--- src/rtl/mem_seq_pkg.sv ---
// rtl/mem_seq_pkg.sv - shared widths, op codes and state encoding for the memory sequencer.
package mem_seq_pkg;

  localparam int AW = 12;
  localparam int DW = 12;
  localparam logic [AW-1:0] AI_BASE = 12'o0010;

  typedef enum logic [1:0] {
    OP_READ  = 2'b00,
    OP_WRITE = 2'b01,
    OP_ISZ   = 2'b10,
    OP_IND   = 2'b11
  } op_t;

  typedef enum logic [2:0] {
    S_IDLE,
    S_RD,
    S_MOD,
    S_WR,
    S_DONE
  } state_t;

endpackage

--- src/rtl/mem_seq_if.sv ---
// rtl/mem_seq_if.sv - CPU request/response bus between the processor and the memory sequencer.
interface mem_seq_if;
  import mem_seq_pkg::*;

  logic          req;
  logic [1:0]    op;
  logic [AW-1:0] addr;
  logic [DW-1:0] wdata;
  logic          busy;
  logic          ack;
  logic [DW-1:0] rdata;
  logic          skip;

  modport master (output req, op, addr, wdata, input busy, ack, rdata, skip);
  modport slave  (input req, op, addr, wdata, output busy, ack, rdata, skip);

endinterface

--- src/rtl/mem_seq_arb.sv ---
// rtl/mem_seq_arb.sv - fixed-priority select between data-break and CPU requests.
module mem_seq_arb
  import mem_seq_pkg::*;
(
  input  logic          i_cpu_req,
  input  logic [1:0]    i_cpu_op,
  input  logic [AW-1:0] i_cpu_addr,
  input  logic [DW-1:0] i_cpu_wdata,
  input  logic          i_brk_req,
  input  logic [1:0]    i_brk_op,
  input  logic [AW-1:0] i_brk_addr,
  input  logic [DW-1:0] i_brk_wdata,
  output logic          o_req,
  output logic [1:0]    o_op,
  output logic [AW-1:0] o_addr,
  output logic [DW-1:0] o_wdata,
  output logic          o_src
);

  // Data break wins; a simultaneous CPU request simply stays pending.
  assign o_src   = i_brk_req;
  assign o_req   = i_brk_req | i_cpu_req;
  assign o_op    = i_brk_req ? i_brk_op    : i_cpu_op;
  assign o_addr  = i_brk_req ? i_brk_addr  : i_cpu_addr;
  assign o_wdata = i_brk_req ? i_brk_wdata : i_cpu_wdata;

endmodule

--- src/rtl/mem_seq.sv ---
// rtl/mem_seq.sv - PDP-8 core memory cycle sequencer (READ, WRITE, ISZ, auto-index IND).
// Defining MEM_SEQ_BREAK_EN adds a data-break port that has priority over CPU requests.
module mem_seq
  import mem_seq_pkg::*;
(
  input  logic          clock,
  input  logic          reset_n,
  mem_seq_if.slave      cpu,
`ifdef MEM_SEQ_BREAK_EN
  input  logic          brk_req,
  input  logic [1:0]    brk_op,
  input  logic [AW-1:0] brk_addr,
  input  logic [DW-1:0] brk_wdata,
  output logic          brk_ack,
`endif
  output logic [AW-1:0] mem_rdaddress,
  output logic [AW-1:0] mem_wraddress,
  output logic [DW-1:0] mem_data,
  output logic          mem_wren,
  input  logic [DW-1:0] mem_q
);

  state_t        r_state;
  op_t           r_op;
  logic [AW-1:0] r_ma;
  logic [DW-1:0] r_mb;
  logic [DW-1:0] r_rdata;
  logic          r_skip;
  logic          r_done;
  logic          r_busy;

  logic          w_req;
  logic [1:0]    w_op;
  logic [AW-1:0] w_addr;
  logic [DW-1:0] w_wdata;
  logic [AW-1:0] w_ai_off;
  logic          w_in_ai;
  logic          w_mod_write;
  logic [DW-1:0] w_inc;

`ifdef MEM_SEQ_BREAK_EN
  logic w_src;
  logic r_src;

  mem_seq_arb u_arb (
    .i_cpu_req   (cpu.req),
    .i_cpu_op    (cpu.op),
    .i_cpu_addr  (cpu.addr),
    .i_cpu_wdata (cpu.wdata),
    .i_brk_req   (brk_req),
    .i_brk_op    (brk_op),
    .i_brk_addr  (brk_addr),
    .i_brk_wdata (brk_wdata),
    .o_req       (w_req),
    .o_op        (w_op),
    .o_addr      (w_addr),
    .o_wdata     (w_wdata),
    .o_src       (w_src)
  );

  always_ff @(posedge clock or negedge reset_n) begin
    if (!reset_n)
      r_src <= 1'b0;
    else if (r_state == S_IDLE && w_req)
      r_src <= w_src;
  end

  assign cpu.ack = r_done & ~r_src;
  assign brk_ack = r_done & r_src;
`else
  assign w_req   = cpu.req;
  assign w_op    = cpu.op;
  assign w_addr  = cpu.addr;
  assign w_wdata = cpu.wdata;
  assign cpu.ack = r_done;
`endif

  // Wrapping subtract keeps the window test correct for any AI_BASE.
  assign w_ai_off    = r_ma - AI_BASE;
  assign w_in_ai     = (w_ai_off < AW'(8));
  assign w_inc       = mem_q + DW'(1);
  assign w_mod_write = (r_op == OP_ISZ) || (r_op == OP_IND && w_in_ai);

  assign mem_rdaddress = r_ma;
  assign mem_wraddress = r_ma;
  assign mem_data      = (r_state == S_WR) ? r_mb : w_inc;
  assign mem_wren      = reset_n &&
                         ((r_state == S_MOD && w_mod_write) || r_state == S_WR);

  assign cpu.busy  = r_busy;
  assign cpu.rdata = r_rdata;
  assign cpu.skip  = r_skip;

  always_ff @(posedge clock or negedge reset_n) begin
    if (!reset_n) begin
      r_state <= S_IDLE;
      r_op    <= OP_READ;
      r_ma    <= '0;
      r_mb    <= '0;
      r_rdata <= '0;
      r_skip  <= 1'b0;
      r_done  <= 1'b0;
      r_busy  <= 1'b0;
    end else begin
      r_done <= 1'b0;
      case (r_state)
        S_IDLE: begin
          if (w_req) begin
            r_ma    <= w_addr;
            r_mb    <= w_wdata;
            r_op    <= op_t'(w_op);
            r_busy  <= 1'b1;
            r_state <= (w_op == OP_WRITE) ? S_WR : S_RD;
          end
        end
        S_RD: r_state <= S_MOD;
        S_MOD: begin
          r_rdata <= w_mod_write ? w_inc : mem_q;
          r_skip  <= (r_op == OP_ISZ) && (w_inc == '0);
          r_done  <= 1'b1;
          r_state <= S_DONE;
        end
        S_WR: begin
          r_rdata <= r_mb;
          r_skip  <= 1'b0;
          r_done  <= 1'b1;
          r_state <= S_DONE;
        end
        S_DONE: begin
          r_busy  <= 1'b0;
          r_state <= S_IDLE;
        end
        default: begin
          r_busy  <= 1'b0;
          r_state <= S_IDLE;
        end
      endcase
    end
  end

endmodule

--- src/flat_wrapper.sv ---
// flat-port wrapper written by rule: the top's interface ports become plain ports
module mem_seq_flat import mem_seq_pkg::*;
  (clock, reset_n, mem_rdaddress, mem_wraddress, mem_data, mem_wren, mem_q, cpu_req, cpu_op, cpu_addr, cpu_wdata, cpu_busy, cpu_ack, cpu_rdata, cpu_skip);
  mem_seq_if cpu_i ();
  input  logic clock;
  input  logic reset_n;
  output logic [AW-1:0] mem_rdaddress;
  output logic [AW-1:0] mem_wraddress;
  output logic [DW-1:0] mem_data;
  output logic mem_wren;
  input  logic [DW-1:0] mem_q;
  input wire logic [$bits(cpu_i.req)-1:0] cpu_req;
  input wire logic [$bits(cpu_i.op)-1:0] cpu_op;
  input wire logic [$bits(cpu_i.addr)-1:0] cpu_addr;
  input wire logic [$bits(cpu_i.wdata)-1:0] cpu_wdata;
  output wire logic [$bits(cpu_i.busy)-1:0] cpu_busy;
  output wire logic [$bits(cpu_i.ack)-1:0] cpu_ack;
  output wire logic [$bits(cpu_i.rdata)-1:0] cpu_rdata;
  output wire logic [$bits(cpu_i.skip)-1:0] cpu_skip;
  assign cpu_i.req = cpu_req;
  assign cpu_i.op = cpu_op;
  assign cpu_i.addr = cpu_addr;
  assign cpu_i.wdata = cpu_wdata;
  assign cpu_busy = cpu_i.busy;
  assign cpu_ack = cpu_i.ack;
  assign cpu_rdata = cpu_i.rdata;
  assign cpu_skip = cpu_i.skip;
  mem_seq u_core (.clock(clock), .reset_n(reset_n), .cpu(cpu_i), .mem_rdaddress(mem_rdaddress), .mem_wraddress(mem_wraddress), .mem_data(mem_data), .mem_wren(mem_wren), .mem_q(mem_q));
endmodule
--- config.mk ---
export PLATFORM = sky130hd
export DESIGN_NAME = mem_seq_flat
export DESIGN_NICKNAME = d
export VERILOG_FILES = /design/src/rtl/mem_seq_pkg.sv /design/src/rtl/mem_seq_if.sv /design/src/rtl/mem_seq_arb.sv /design/src/rtl/mem_seq.sv /design/src/flat_wrapper.sv
export SDC_FILE = /design/constraint.sdc
export NUM_CORES = 1
export LEC_CHECK = 0
export CAP_MARGIN = 0
export CORE_MARGIN = 8
export CORE_UTILIZATION = 49
export CTS_BUF_LIST = sky130_fd_sc_hd__clkbuf_8
export CTS_CLUSTER_SIZE = 28
export DETAILED_ROUTE_END_ITERATION = 10
export HOLD_SLACK_MARGIN = 0.1
export PLACE_DENSITY = 0.89
export SLEW_MARGIN = 10
export SYNTH_ARGS = -nofsm -noshare
export SYNTH_HDL_FRONTEND = slang
export SYNTH_SLANG_ARGS = --single-unit
--- constraint.sdc ---
create_clock -name clock -period 5.2 [get_ports clock]
set_clock_uncertainty 0.2 [all_clocks]
set_input_delay 1.04 -clock clock [delete_from_list [all_inputs] [get_ports clock]]
set_output_delay 1.04 -clock clock [all_outputs]
set_load 0.05 [all_outputs]
==> run summary, run 1 <==
The run finished with clean final reports. dfrtp_1 takes more of the synthesized area than any other cell. The routability-driven placement congestion ratio came out at 0.833. On the final layout, the worst hold slack is 0.280 ns.

At the worst endpoint, the arrival time is 3.51 ns. The final-report hold violation count is 0. Using the TritonRoute via totals, the vias-per-cell ratio works out to 5.43. The clock period minus final worst setup slack is 4.75 ns. The share of the clock period used by the worst path after layout came out at 91.4%. The clock transition at the register clock pins on the worst setup and hold paths after CTS came out at 0.09 ns. The core box area is 4980 um2. The commonest cells after synthesis are dfrtp_1, nand2_1, mux2_2, nand3_1. The number of synthesized register bits is 44.

Counting flops with a built-in enable in the synthesized netlist gives 0. At the pin with the least slew margin, the transition time is 0.681 ns. For this design the static power due to leakage is 0.00139 uW. Yosys printed 0 warnings. The max-slew violation count came out at 0. The signal on the critical path passes through clkdlybuf4s50_1, ha_1, and3_1, and3_1, xnor2_1, o21ai_0, clkdlybuf4s50_1. The number of antenna repair diodes came out at 0.

The count of cells along the worst hold path is 1. The fmax came out at 0.210 GHz. The worst hold path begins at u_core.r_state[2]$_DFFE_PN0P_. From bottom edge to top edge, the die measures 87.1 um. The worst hold path terminates at u_core.r_state[1]$_DFFE_PN0P_. The worst ir drop on vdd is 626 uV. The worst path buffer plus inverter count is 2. The total of hold buffers inserted after clock tree synthesis is 0. The number of global-route vias before repair is 2204. The type of element capturing the critical path is an output port. Entering global routing, the biggest net connects 45 pins. The floorplan step defined a die boundary enclosing 7580 um2.

The row count came out at 26. For flop-to-flop paths, the worst setup slack is 2.79 ns. The worst-path maximum fanout came out at 9. The mean instance size in the synthesized netlist came out at 10.2 um2. The estimated wirelength of the detail-placed design came out at 5040 um. The worst hold path belongs to the class reg -> reg.

The initial core utilization came out at 49.7%. Setup repair after global routing left no endpoint under its margin. The max capacitance violation total came out at 0. The first routing iteration left 136 violations.

Broken down by cell family, the worst path's largest delay share belongs to buffers and inverters. The longest clock path from root to sink contains 2 buffers. The count of nets left with antenna violations after detail routing came out at 0. Counting the fill cells in the layout gives 387. The TritonCTS buffer count came out at 5. The sequential cell area fraction in the yosys report is 44.5%. The detailed-route wire length came out at 6660 um. The count of port buffers added during placement is 92. The number of gates resized after CTS was 0.

The chip width is 87.1 um. The relative slew slack is 54.6%. The deepest level of the CTS H-tree came out at 2.

The share of the synthesized area in the top cell type is 44.5%. The pre-antenna-repair detailed-routing pass consisted of 4 iterations. The cell count of the worst reg-to-reg path is 5. The number of placed instances with taps included came out at 382. The global route total overflow is 0. The final route contains 2116 vias.

The post-route DRC violation count came out at 0. After synthesis, the cell types taking the most area are dfrtp_1, mux2_2, nand2_1. The number of antenna violations at the first check in global routing is 0. STA classifies the critical path startpoint as a primary input. The summed negative setup slack over all endpoints came out at 0 ns. The count of distinct cell types in the synthesized netlist is 44.

The capture instance of the worst register-to-register path is u_core.cpu.rdata[0]$_DFFE_PN0P_. The data required time of the worst path came out at 3.96 ns. The library cell with the highest instance count after synthesis is dfrtp_1.

Cells with a size suffix above 1 make up 15.3% of the layout. In the synthesized netlist the async set-or-reset flop fraction comes to 100%. Setup violations remaining at the end of the flow were counted as 0. In this run the count of I/O pins placed on the die edge is 93.

The number of nets in the synthesized netlist came out at 287. Summing all multi-input logic gate instances after layout gives 1190 um2. The power density over cell area is 672 nW/um2.

The first-pass GRT wire length came out at 10500 um. The post-synthesis cell count came out at 243. The post-CTS repair timing setup buffer count is 0. The overall fraction of global-route tracks in use came out at 17.8%.

The average routed wire per standard cell is 17.1 um. CTS saw 44 sinks. The post-layout instance count excluding filler cells came out at 390. The slowest stage of the critical path is the clkdlybuf4s50_1 cell. The clock latency on the worst-skew pair is 0.31 ns. At the end of the flow, the number of nets in the layout was 363. The most used flip-flop cell after synthesis is dfrtp_1. The area added between synthesis and finish is 40.2%. TritonCTS built the clock tree. The total standard cell area after synthesis came out at 2480 um2. The sequential cells in the finished layout cover a total of 1100 um2.

The startpoint identified for the worst register-to-register timing path is u_core.mem_rdaddress[10]$_DFFE_PN0P_. The critical path is of the in -> out type. The delay of the slowest cell on the worst path came out at 0.82 ns. The tree is rooted in a clkbuf_8.
logic make-up after synthesis:
group / synth area share (%)
buf+inv: 7.58
compound gates: 11.6
mux: 11.3
simple gates: 15.4
fa+ha+maj: 1.52
xor+xnor: 8.14
flops: 44.5
flip-flops by register name, summed over array words and instances, names as in the netlist:
| register | cells |
|---|---|
| u_core.cpu.rdata | 12 |
| u_core.mem_rdaddress | 12 |
| u_core.r_mb | 12 |
| u_core.r_state | 3 |
| u_core.r_op | 2 |
| u_core.cpu.ack | 1 |
| u_core.cpu.busy | 1 |
| u_core.cpu.skip | 1 |
layout by cell type, fill, tap and decap left out, types with 2 or more instances in the layout:
master and count:
xor2_1 12, nor3_1 4, a22oi_1 2, nand4_1 5
nand2_1 31, o31ai_1 2, buf_4 7, nand3_1 13
ha_1 3, a21oi_1 4, and3_1 3, clkbuf_8 5
dfrtp_1 44, mux2_2 20, o211ai_2 8, mux2_1 4
a31oi_1 2, and2_1 2, clkdlybuf4s50_1 89, inv_1 6
o21ai_0 9, nor2_1 7, xnor2_1 11, o21ai_1 4
how the worst max path moves through the flow:
stage	start	end	slack, ns	depth (start not counted)
floorplan	mem_q[5]	mem_data[8]	1.04	6
global placement	mem_q[0]	mem_data[6]	0.50	7
detailed placement	mem_q[0]	mem_data[6]	0.45	7
CTS	mem_q[0]	mem_data[6]	0.44	7
global route	mem_q[0]	mem_data[6]	0.33	7
finish	mem_q[0]	mem_data[6]	0.45	7
layout make-up:
| cell class | instances | area share (%) |
|---|---|---|
| clock buffers | 5 | 1.98 |
| inverters | 7 | 0.757 |
| repair buffers | 97 | 27.3 |
| flip-flops and latches | 44 | 31.7 |
| well taps | 70 | 2.52 |
| clock inverters | 3 | 1.33 |
| multi-input cells | 164 | 34.4 |
metal layers:
metal,global-route usage [%],vias to the layer above,wire (um)
met1,19.7,1032,2750
met3,8.02,11,650
met2,29.6,88,3140
met4,6.26,0,123
met5,0,-,0
li1,-,985,-
stage by stage:
step | instance area (um2) | setup slack (ns) | utilization, % | total power, uW
after global routing | 3470 | 0.329 | 69.8 | 2430
after detailed placement | 3360 | 0.446 | 67.4 | 2070
final | 3470 | 0.446 | 69.8 | 2330
after floorplan | 2480 | 1.04 | - | 1650
after CTS | 3470 | 0.435 | 69.8 | 2350
after global placement | 3360 | 0.501 | 67.4 | 2040
where the power goes:
part / internal [uW] / switching (uW) / leakage [uW]
clock network: 145 / 128 / 0.0000548
registers: 507 / 145 / 0.000529
logic: 511 / 896 / 0.000807
(Power assumes the default switching activity.)
==> inputs of run 2 (changes only) <==
CORE_UTILIZATION = 40   (was 49)
PLACE_DENSITY = 0.75   (was 0.89)
==> run 2 against run 1 <==
Net effect:
- hold slack improved by 0.0020 ns
- global-route usage shrank 3.4 points
- core utilization down 11 points
- non-clock buffer count down 2
- setup slack got worse by 0.024 ns
- sequential cell count is the same
- fmax down 0.51%
- count of clock-buffer cells in the layout is 2 higher
==> run summary, run 2 (synthesis results as in run 1) <==
The overall die area is 8960 um2 (was 7580 um2). The fmax is 0.209 GHz (was 0.210 GHz). The worst hold path class is reg -> reg (unchanged). The routability-driven placement congestion ratio is 0.806 (was 0.833). Commonest non-fill, non-tap cells in the layout: clkdlybuf4s50_1, dfrtp_1, nand2_1, mux2_2, nand3_1 (unchanged). Ordered cell list for the critical path: clkdlybuf4s50_1, ha_1, and3_1, and3_1, xnor2_1, o21ai_0, clkdlybuf4s50_1 (unchanged). The combinational cell fraction of total power came to 60.1% (was 60.3%). The total of hold buffers inserted after clock tree synthesis came to 0 (unchanged). The share of the clock period used by the worst path after layout came out at 91.9% (was 91.4%). The cell family contributing the most delay on the critical path is buffers and inverters (unchanged). The worst-margin pin slew is 0.926 ns (was 0.681 ns). The via count is 2015 (was 2116).

The commonest non-fill, non-tap cell in the layout is clkdlybuf4s50_1 (unchanged). The number of antenna repair diodes is 0 (unchanged). The pin count of the biggest net entering global routing is 45 (unchanged).

The type of origin of the critical path is a primary input (unchanged). The number of DRC violations after detailed-routing iteration 0 came out at 52 (was 136). The leakage power total was 0.00139 uW (about the same).

The average routed wire per standard cell is 16.4 um (was 17.1 um). The max-slew violation count is 0 (unchanged). The area added between synthesis and finish was 40.3% (was 40.2%). The master cell of the clock root buffer is clkbuf_8 (unchanged). The delay of the slowest cell on the worst path is 0.83 ns (was 0.82 ns).

The clock network fraction of total power is 12.3% (was 11.7%). The maximum number of buffers from clock root to sink was 2 (unchanged). The clock period minus final worst setup slack was 4.78 ns (was 4.75 ns). The fraction of power spent switching nets came out at 49.3% (was 50.1%). The standard cell with the maximum stage delay on the critical path is clkdlybuf4s50_1 (unchanged).

The sequential power share came out at 27.6% (was 28.0%). The worst setup slack after layout is 0.422 ns (was 0.446 ns). The count of port buffers added during placement came out at 92 (unchanged). The count of nets left with antenna violations after detail routing came out at 0 (unchanged). The worst path buffer plus inverter count came out at 2 (unchanged). Run status: completed (unchanged). The summed negative setup slack over all endpoints came out at 0 ns (unchanged). The total net switching power came out at 1150 uW (was 1170 uW). The worst-path maximum fanout came out at 9 (unchanged).

The layout cell share with drive strength beyond 1 came out at 14.8% (was 15.3%). The worst ir drop on vdd came out at 397 uV (was 626 uV). The number of global-route vias before repair came to 2143 (was 2204). The relative slew slack is 38.1% (was 54.6%). The data required time of the worst path is 3.96 ns (about the same). The worst-case setup slack after placement is 0.438 ns (was 0.446 ns).

The first-pass detailed-route iteration total came out at 4 (unchanged). The global route total overflow came out at 0 (unchanged). The data arrival at the endpoint of the critical path is 3.54 ns (was 3.51 ns). The post-CTS repair timing setup buffer count is 0 (unchanged). The count of final setup violators is 0 (unchanged).

The max capacitance violation total is 0 (unchanged). The CTS tree is yes (unchanged). The deepest level of the CTS H-tree is 2 (unchanged). The estimated wirelength of the detail-placed design was 4850 um (was 5040 um).

The number of clock sinks seen by CTS came out at 44 (unchanged). The post-CTS resize count came out at 0 (unchanged). RSZ-0062 raised after global routing: no (unchanged).

The initial core utilization came to 41.6% (was 49.7%). The post-route DRC violation count is 0 (unchanged). The die height came to 94.7 um (was 87.1 um). The type of element capturing the critical path was an output port (unchanged). The TritonCTS buffer count is 5 (unchanged). The number of vias per cell came out at 5.13 (was 5.43). The first-pass GRT wire length was 10300 um (was 10500 um). The power density over cell area is 670 nW/um2 (was 672 nW/um2). The clock transition at the register clock pins on the worst setup and hold paths after CTS is 0.08 ns (was 0.09 ns).

The detailed-route wire length came out at 6430 um (was 6660 um). The internal power consumption is 1180 uW (was 1160 uW). The utilization after layout came to 58.3% (was 69.8%).

The final-stage net count came out at 361 (was 363). The clock latency on the worst-skew pair is 0.29 ns (was 0.31 ns). The row count came to 28 (was 26).

The core box area was 5960 um2 (was 4980 um2). The overall fraction of global-route tracks in use is 14.5% (was 17.8%). The number of antenna violations at the first check in global routing is 0 (unchanged). The number of top-level pins came to 93 (unchanged).

The chip width was 94.7 um (was 87.1 um). The final-report hold violation count came out at 0 (unchanged). The class of the most critical setup path is in -> out (unchanged).
==> run 2: area by class of cell <==
cell class | instances | area (um2)
multi-input cells | 164 | 1190
fillers | 559 | 2480
clock inverters | 1 | 30.0
well taps | 75 | 93.8
flip-flops and latches | 44 | 1100
clock buffers | 7 | 96.3
repair buffers | 95 | 933
inverters | 7 | 26.3
==> run 2: through the flow <==
stage / cells / total power [uW] / area (um2) / hold WS [ns]
2_1_floorplan: 243 / 1650 / 2480 / 0.231
5_1_grt: 393 / 2440 / 3470 / 0.301
6_report: 393 / 2330 / 3470 / 0.282
3_5_place_dp: 385 / 2060 / 3350 / 0.275
4_1_cts: 393 / 2360 / 3470 / 0.285
3_3_place_gp: 385 / 2040 / 3350 / 0.267
==> run 2: power by group through the flow <==
stage                     sequential (uW)  combinational, uW  clock, uW
final                                 643               1400        287
after global routing                  665               1470        309
after CTS                             644               1420        296
after detailed placement              649               1410          0
after global placement                642               1400          0
after floorplan                       953                702          0
==> run 2: worst reg2reg max path, delay by kind of cell, from the launching register on <==
kind          cells  cell delay, ns
buf+inv           1            0.42
flops             1            0.49
mux               1            0.38
simple gates      1            0.84
==> run 2: path summary, 6_finish.rpt <==
path,startpoint,end,slack (ns),depth (start not counted)
max,mem_q[0],mem_data[6],0.42,7
min,u_core.r_state[1]$_DFFE_PN0P_,u_core.r_state[1]$_DFFE_PN0P_,0.28,1
max reg2reg,u_core.r_state[0]$_DFFE_PN0P_,u_core.r_mb[2]$_DFFE_PN0P_,2.75,3
min reg2reg,u_core.r_state[1]$_DFFE_PN0P_,u_core.r_state[1]$_DFFE_PN0P_,0.28,1
max in group asynchronous,reset_n,u_core.cpu.rdata[7]$_DFFE_PN0P_,3.77,2
min in group asynchronous,reset_n,u_core.r_mb[9]$_DFFE_PN0P_,0.63,2
==> run 2: metal layers <==
layer | vias up | GRT usage, % | wire [um]
li1 | 986 | - | -
met1 | 958 | 17.5 | 2840
met2 | 67 | 23.4 | 3000
met3 | 4 | 5.71 | 555
met4 | 0 | 3.77 | 39
met5 | - | 0 | 0
